==> config.mk <==
export PLATFORM = sky130hd
export DESIGN_NAME = prml_encoder_flat
export DESIGN_NICKNAME = d
export VERILOG_FILES = /design/src/rtl/prml_pkg.sv /design/src/rtl/prml_encoder_if.sv /design/src/rtl/prml_precoder.sv /design/src/rtl/prml_encoder.sv /design/src/flat_wrapper.sv
export SDC_FILE = /design/constraint.sdc
export NUM_CORES = 1
export LEC_CHECK = 0
export BUFFER_PORTS_ARGS = -buffer_cell sky130_fd_sc_hd__clkbuf_2
export CAP_MARGIN = 20
export CELL_PAD_IN_SITES_DETAIL_PLACEMENT = 0
export CELL_PAD_IN_SITES_GLOBAL_PLACEMENT = 2
export CORE_MARGIN = 1
export CORE_UTILIZATION = 33
export DETAILED_ROUTE_END_ITERATION = 7
export PLACE_DENSITY = 0.83
export SYNTH_ARGS = -nofsm -noshare
export SYNTH_HDL_FRONTEND = slang
export SYNTH_SLANG_ARGS = --single-unit
==> constraint.sdc <==
create_clock -name clock -period 2.1 [get_ports clock]
set_input_delay 0.42 -clock clock [delete_from_list [all_inputs] [get_ports clock]]
set_output_delay 0.42 -clock clock [all_outputs]
set_load 0.02 [all_outputs]
==> src/rtl/prml_pkg.sv <==
// rtl/prml_pkg.sv - shared types, reset constant and encoding function for the PRML trellis coder
//
// Purpose: common definitions for the encoder and for any model that has to
//          match it bit for bit. The decoder bench reuses these as well.
// Contents:
//   prml_sym_t      two-bit code symbol {first, second}
//   PRML_STATE_RST  trellis state {p1, p2} after reset
//   prml_phase_t    serialiser phase (slot start / second bit)
//   prml_encode     {c1, c2} from data bit and previous symbol
package prml_pkg;

  typedef logic [1:0] prml_sym_t;

  localparam prml_sym_t PRML_STATE_RST = 2'b00;

  typedef enum logic {
    PH_SECOND = 1'b0,
    PH_START  = 1'b1
  } prml_phase_t;

  // c1 folds in the previous second bit; c2 then folds in the previous first
  // bit, so c2 ^ c1 always reproduces the previous first bit.
  function automatic prml_sym_t prml_encode(input logic d, input logic p1, input logic p2);
    logic c1;
    c1 = d ^ p2;
    return {c1, c1 ^ p1};
  endfunction

endpackage

==> src/rtl/prml_encoder_if.sv <==
// rtl/prml_encoder_if.sv - data-bit handshake into the PRML encoder
//
// Purpose: bundles the per-slot input handshake.
// Signals:
//   data_in     data bit to encode
//   data_valid  data_in is valid
//   data_ready  encoder accepts data_in on this edge
//   inject_err  invert the second coded bit of this slot's symbol
// Modports: master = data source, slave = encoder.
interface prml_encoder_if;
  logic data_in;
  logic data_valid;
  logic data_ready;
  logic inject_err;

  modport master (
    output data_in,
    output data_valid,
    output inject_err,
    input  data_ready
  );

  modport slave (
    input  data_in,
    input  data_valid,
    input  inject_err,
    output data_ready
  );
endinterface

==> src/rtl/prml_precoder.sv <==
// rtl/prml_precoder.sv - trellis state and combinational encoding for the PRML coder
//
// Purpose: holds the previous symbol (p1, p2) and presents the code bits for
//          the current data bit.
// Ports:
//   clock, reset  bit clock, asynchronous active-low reset
//   d             data bit for the current slot (0 when idle)
//   advance       slot start: p1 takes c1
//   commit        second edge: p2 takes p2_in
//   p2_in         uninjected second bit being committed
//   c1, c2        code bits for d against the current trellis state
module prml_precoder
  import prml_pkg::*;
(
  input  logic clock,
  input  logic reset,
  input  logic d,
  input  logic advance,
  input  logic commit,
  input  logic p2_in,
  output logic c1,
  output logic c2
);

  logic p1;
  logic p2;

  always_ff @(posedge clock or negedge reset) begin
    if (!reset) begin
      p1 <= PRML_STATE_RST[1];
      p2 <= PRML_STATE_RST[0];
    end else begin
      if (advance) p1 <= c1;
      if (commit)  p2 <= p2_in;
    end
  end

  always_comb begin
    {c1, c2} = prml_encode(d, p1, p2);
  end

endmodule

==> src/rtl/prml_encoder.sv <==
// rtl/prml_encoder.sv - serial rate-1/2 PRML trellis encoder with idle fill and error injection
//
// Purpose: takes one data bit per two-clock slot and emits its two code bits
//          serially, first bit then second bit.
// Ports:
//   clock, reset  bit clock, asynchronous active-low reset
//   link          data handshake (slave side)
//   out           registered serial code bit
//   out_phase     0: out is the first bit, 1: out is the second bit
//   idle          symbol on out is filler
//   err_flag      bit on out was inverted by injection
//   sym_count     data symbols accepted, wraps
module prml_encoder
  import prml_pkg::*;
#(
  parameter int CNT_W = 16
) (
  input  logic             clock,
  input  logic             reset,
  prml_encoder_if.slave    link,
  output logic             out,
  output logic             out_phase,
  output logic             idle,
  output logic             err_flag,
  output logic [CNT_W-1:0] sym_count
);

  prml_phase_t phase;
  prml_phase_t phase_next;
  logic        slot_start;
  logic        accept;
  logic        d;
  logic        c1;
  logic        c2;
  logic        c2_hold;
  logic        inj_hold;

  // Phase FSM: state register.
  always_ff @(posedge clock or negedge reset) begin
    if (!reset) phase <= PH_START;
    else        phase <= phase_next;
  end

  // Phase FSM: next state. Every slot is exactly two clocks, data or idle.
  always_comb begin
    phase_next = PH_START;
    case (phase)
      PH_START:  phase_next = PH_SECOND;
      PH_SECOND: phase_next = PH_START;
      default:   phase_next = PH_START;
    endcase
  end

  // Phase FSM: outputs.
  always_comb begin
    slot_start = (phase == PH_START);
    accept     = slot_start & link.data_valid;
    out_phase  = (phase == PH_START);
  end

  assign link.data_ready = (phase == PH_START);

  // Idle slots encode a 0 so the trellis keeps advancing.
  assign d = link.data_valid & link.data_in;

  prml_precoder u_precoder (
    .clock   (clock),
    .reset   (reset),
    .d       (d),
    .advance (slot_start),
    .commit  (!slot_start),
    .p2_in   (c2_hold),
    .c1      (c1),
    .c2      (c2)
  );

  // Injection touches only the line bit; p2 is committed from c2_hold.
  always_ff @(posedge clock or negedge reset) begin
    if (!reset) begin
      out       <= 1'b0;
      idle      <= 1'b1;
      err_flag  <= 1'b0;
      c2_hold   <= 1'b0;
      inj_hold  <= 1'b0;
      sym_count <= '0;
    end else if (slot_start) begin
      out      <= c1;
      c2_hold  <= c2;
      inj_hold <= link.inject_err;
      err_flag <= 1'b0;
      idle     <= !link.data_valid;
      if (accept) sym_count <= sym_count + 1'b1;
    end else begin
      out      <= c2_hold ^ inj_hold;
      err_flag <= inj_hold;
    end
  end

endmodule

==> src/flat_wrapper.sv <==
// flat-port wrapper written by rule: the top's interface ports become plain ports
module prml_encoder_flat import prml_pkg::*;
#(
  parameter int CNT_W = 16
)
  (clock, reset, out, out_phase, idle, err_flag, sym_count, link_data_in, link_data_valid, link_inject_err, link_data_ready);
  prml_encoder_if link_i ();
  input  logic clock;
  input  logic reset;
  output logic out;
  output logic out_phase;
  output logic idle;
  output logic err_flag;
  output logic [CNT_W-1:0] sym_count;
  input wire logic [$bits(link_i.data_in)-1:0] link_data_in;
  input wire logic [$bits(link_i.data_valid)-1:0] link_data_valid;
  input wire logic [$bits(link_i.inject_err)-1:0] link_inject_err;
  output wire logic [$bits(link_i.data_ready)-1:0] link_data_ready;
  assign link_i.data_in = link_data_in;
  assign link_i.data_valid = link_data_valid;
  assign link_i.inject_err = link_inject_err;
  assign link_data_ready = link_i.data_ready;
  prml_encoder #(.CNT_W(CNT_W)) u_core (.clock(clock), .reset(reset), .link(link_i), .out(out), .out_phase(out_phase), .idle(idle), .err_flag(err_flag), .sym_count(sym_count));
endmodule
Word-level counts from Yosys, hierarchy flattened
Index checks and enable logic that the tools add are counted.
- add/subtract/negate cells: 1
- muxes and demuxes: 3
- bitwise operators: 6
- reductions and logical operators: 2
- operators with widths (operator ; count):
    $add A16 B1 Y16 const B ; 1
    $xor A1 B1 Y1 ; 3
    $and A1 B1 Y1 ; 2
    $mux W1 ; 2
    $pmux W1 S2 ; 1
    $reduce_and A2 Y1 ; 1
    $logic_not A1 Y1 ; 1
    $not A1 Y1 ; 1
- register bits after elaboration: 24
- input port bits: 5
- output and inout port bits: 21
- word-level logic and storage cells: 21

Logic depth before layout (Yosys ltp)
- word-level depth: 3
- depth in mapped cells: 5

By module
From an unflattened synthesis, not the netlist that was laid out.
- cells, all modules: 84
- area, all modules: 1044.8 um2
- modules (own cells, without submodules) (module ; instances ; cells an instance ; area each (um2) ; sequential area each (um2)):
    prml_encoder ; 1 ; 76 ; 945.9 ; 553.0
    prml_precoder ; 1 ; 8 ; 98.8 ; 50.0

Least setup slack after synthesis
No wires, ideal clock.
- path kind: reg-to-reg
- start: reg u_core.phase, in the netlist u_core.link.data_ready
- end: reg u_core.sym_count[13]
- setup time: 0.129 ns
- arrival: 1.490 ns
- data required time: 1.971 ns
- slack: 0.481 ns
- stages on the path, launching flop included: 6
- buffers on the path: 1
- clock period less this slack: 1.619 ns
- cell sequence: dfstp_2 > buf_4 > nand3_4 > nor4_4 > nand4_1 > xnor2_1
- longest elaborated chain between the ends: 2
- RTL lines (element ; line ; source):
    from (decl) ; prml_encoder.sv:28 ; prml_phase_t phase;
    from (signal assigned) ; prml_encoder.sv:41 ; else phase <= phase_next;
    $and A1 B1 Y1 ; prml_encoder.sv:57 ; accept = slot_start & link.data_valid;
    $reduce_and A2 Y1 (no line) (*) ; -- ;
    to (signal assigned) ; prml_encoder.sv:92 ; if (accept) sym_count <= sym_count + 1'b1;
    to (decl) ; prml_encoder.sv:25 ; output logic [CNT_W-1:0] sym_count
Mark *: on every way between the ends. The rest lies on a longest branch, timed or not.
A chain may end at the register's enable or synchronous reset.

Worst setup path after layout
- start: reg u_core.phase, in the netlist u_core.link.data_ready
- end: out link_data_ready
- RTL lines (element ; line ; source):
    to (decl) ; flat_wrapper.sv:18 ; output wire logic [$bits(link_i.data_ready)-1:0] link_data_ready;
No word-level cell between the ends.

==> impl_metrics.py <==
metrics = {
    "run_status": {
        "status": "complete, no violations",
    },
    "final_layout": {
        "fillers": 305,
        "syn2layout_area_growth_pct": 18.9,
        "final_nets": 117,
        "n_antenna_cell": 0,
        "layout-drive-gt1-share_pct": 37.3,
    },
    "worst_setup_path": {
        "worst_setup_path_end_kind": "output port",
        "crit_chain": "clkbuf_2",
        "ff2ff_path_depth": 4,
        "required_ps": 1680,
        "cp_num_buf_inv": 1,
        "cp-start-kind": "flop",
        "worst-path-max-fanout": 12,
        "cp_top_family": "flip-flops",
        "r2r-end": "u_core.sym_count[12]",
        "r2r_start": "u_core.link.data_ready",
        "arrival_ps": 1220,
        "r2r_slack_ps": 500,
        "crit_path_max_incr_delay_ps": 690,
        "worstSetupPathType": "flop to output port",
        "slowest_stage": "dfstp_2",
    },
    "yosys": {
        "synth_nets": 89,
        "dominantRegCellSynth": "dfrtp_1",
        "syn_area_sq_mm": 0.00107,
        "syn_area_per_cell_sq_um": 12.8,
        "yosys_warnings": 0,
        "ys_seq_area_share_pct": 56.6,
        "ys_ff_latch": 24,
        "yosysUniqueCellTypes": 23,
        "syn_inst": 83,
        "async_flop_share_pct": 100,
        "synth_edf_count": 0,
    },
    "floorplanning": {
        "die-width_um": 58.8,
        "die_y_um": 58.8,
        "coreArea_sq_mm": 0.00305,
        "start_util_pct": 34.9,
        "rows": 20,
        "die_area_sq_mm": 0.00346,
        "ioPinCount": 26,
    },
    "sta": {
        "grt_setup_unrepaired": "no",
        "hold_viol_final": 0,
        "setup_violations": 0,
        "skew_ps": 0.655,
        "relSlewSlack_pct": 61.2,
        "slew_violations": 0,
        "max_freq_ghz": 0.610,
        "timing.final.crit_share_pct": 78.1,
        "fin_setup_tns_ps": 0,
        "layout_min_cycle_time_ps": 1640,
        "worstMarginPinSlew_ps": 581,
    },
    "route": {
        "drc_errors": 0,
        "via_per_inst": 4.40,
        "wl_per_cell_um": 11.2,
        "drtAntennaViolNets": 0,
        "routed_wirelength_um": 1730,
        "drt_iter0_markers": 6,
        "num_vias": 678,
        "dr.pass1.iters": 2,
    },
    "pwr": {
        "power.internal_uw": 834,
        "pwr-share-clk_pct": 18.6,
        "power.total_uw": 1290,
        "powerDensity_mw_per_mm2": 1020,
        "leakagePower_uw": 0.000627,
        "vdd_drop_max_mv": 0.359,
        "switching_power_uw": 455,
        "combPwrFrac_pct": 29.8,
        "seqPwrFrac_pct": 51.6,
        "switching_share_pct": 35.3,
    },
    "cts": {
        "insertion_delay_ps": 310,
        "hold_buffers": 0,
        "htreeDepth": 1,
        "numCtsBuffers": 3,
        "cts_tree": "yes",
        "cts_resized": 0,
        "clock-sinks": 24,
        "root_buffer": "clkbuf_4",
        "clock_path_buffers": 2,
        "clk_pin_slew_ps": 130,
        "postCtsSetupBuffers": 0,
    },
    "grt": {
        "grt_antenna_before_repair": 0,
        "grt_pass1_wl_um": 2890,
        "grt_pass1_vias": 681,
        "grtUsageTotal_pct": 11.4,
        "grt_max_degree": 25,
        "grt_overflow_total": 0,
    },
    "flow_run": {
        "max_cap_viol_count": 0,
    },
    "place": {
        "gp_congestion": 0.687,
        "io_buffers": 25,
        "dp_hpwl_um": 1320,
    },
    "min_path": {
        "hp-class": "input pin to async pin",
    },
}
metrics by stage:
step | utilization (%) | worst slack, ps | area [sq um] | instances | hold slack, ps
2_1_floorplan | - | 481 | 1070 | 83 | 124
3_3_place_gp | 40.3 | 566 | 1230 | 150 | 447
3_5_place_dp | 40.3 | 510 | 1230 | 150 | 456
4_1_cts | 41.5 | 447 | 1270 | 154 | 93.5
5_1_grt | 41.5 | 404 | 1270 | 154 | 112
6_report | 41.5 | 460 | 1270 | 154 | 83.2
how the worst max path moves through the flow:
stage,from,to,cells after the start
after global placement,u_core.link.data_ready,u_core.sym_count[13],4
after detailed placement,u_core.link.data_ready,u_core.sym_count[13],4
after floorplan,u_core.link.data_ready,u_core.sym_count[13],5
final,u_core.link.data_ready,link_data_ready,1
after CTS,u_core.link.data_ready,link_data_ready,1
after global routing,u_core.link.data_ready,link_data_ready,1
logic make-up after synthesis:
logic type | after synthesis | share of synthesized area (%)
xor gates and xnor gates | 18 | 14.8
and+or+nand+nor | 30 | 19.8
adders and majority gates | 1 | 1.17
muxes | 3 | 3.17
DFF | 24 | 56.6
buffers and inverters | 3 | 1.76
AOI/OAI and AO/OA | 4 | 2.70
cell type report:
class / instances / area [sq um] / share of cell area [%]
clock buffer: 4 / 36.3 / 2.86
inverter: 1 / 3.75 / 0.296
multi-input combinational: 56 / 444 / 35.0
sequential: 24 / 603 / 47.6
tap: 44 / 55.1 / 4.34
timing repair buffer: 25 / 125 / 9.87
per-layer routing:
layer  track usage, %  share of wire [%]  vias up
met3             3.08                5.0        2
met4             6.12                1.0        0
met5                0                  0        -
li1                 -                  -      331
met1             12.8                 44      330
met2             19.5                 49       15
registers in the layout (all words and copies together) (netlist names):
register                cells
u_core.c2_hold              1
u_core.idle                 1
u_core.u_precoder.p2        1
u_core.u_precoder.p1        1
u_core.err_flag             1
u_core.inj_hold             1
u_core.sym_count           16
u_core.out                  1
u_core.link.data_ready      1
cell usage after synthesis (2+ instances only):
| cell | n | area [sq um] |
|---|---|---|
| nand2_1 | 11 | 41.3 |
| xor2_1 | 7 | 61.3 |
| mux2_2 | 3 | 33.8 |
| xnor2_1 | 11 | 96.3 |
| dfstp_2 | 2 | 52.6 |
| and4_1 | 2 | 17.5 |
| nor2_1 | 4 | 15.0 |
| dfrtp_1 | 22 | 551 |
| nand3_1 | 4 | 20.0 |
| nand3_4 | 2 | 35.0 |
| nor4_4 | 2 | 42.5 |
| buf_4 | 2 | 15.0 |
power groups by stage:
stage | combinational (uW) | clock (uW) | sequential, uW
floorplan | 198 | 0 | 740
global placement | 386 | 0 | 673
detailed placement | 393 | 0 | 679
CTS | 394 | 253 | 669
global route | 428 | 268 | 687
finish | 384 | 240 | 665
cells in the final DEF, fill, tap and decap left out, drive strengths merged:
cell	instances
clkbuf	29
dfrtp	22
xnor2	11
nand2	11
xor2	7
nand3	7
nor2	4
mux2	3
nor4	2
and4	2
dfstp	2
inv	1
and2b	1
a21boi	1
o21a	1
a21o	1
o21ai	1
nor3	1
and3	1
nand4	1
ha	1
(Power assumes the default switching activity.)
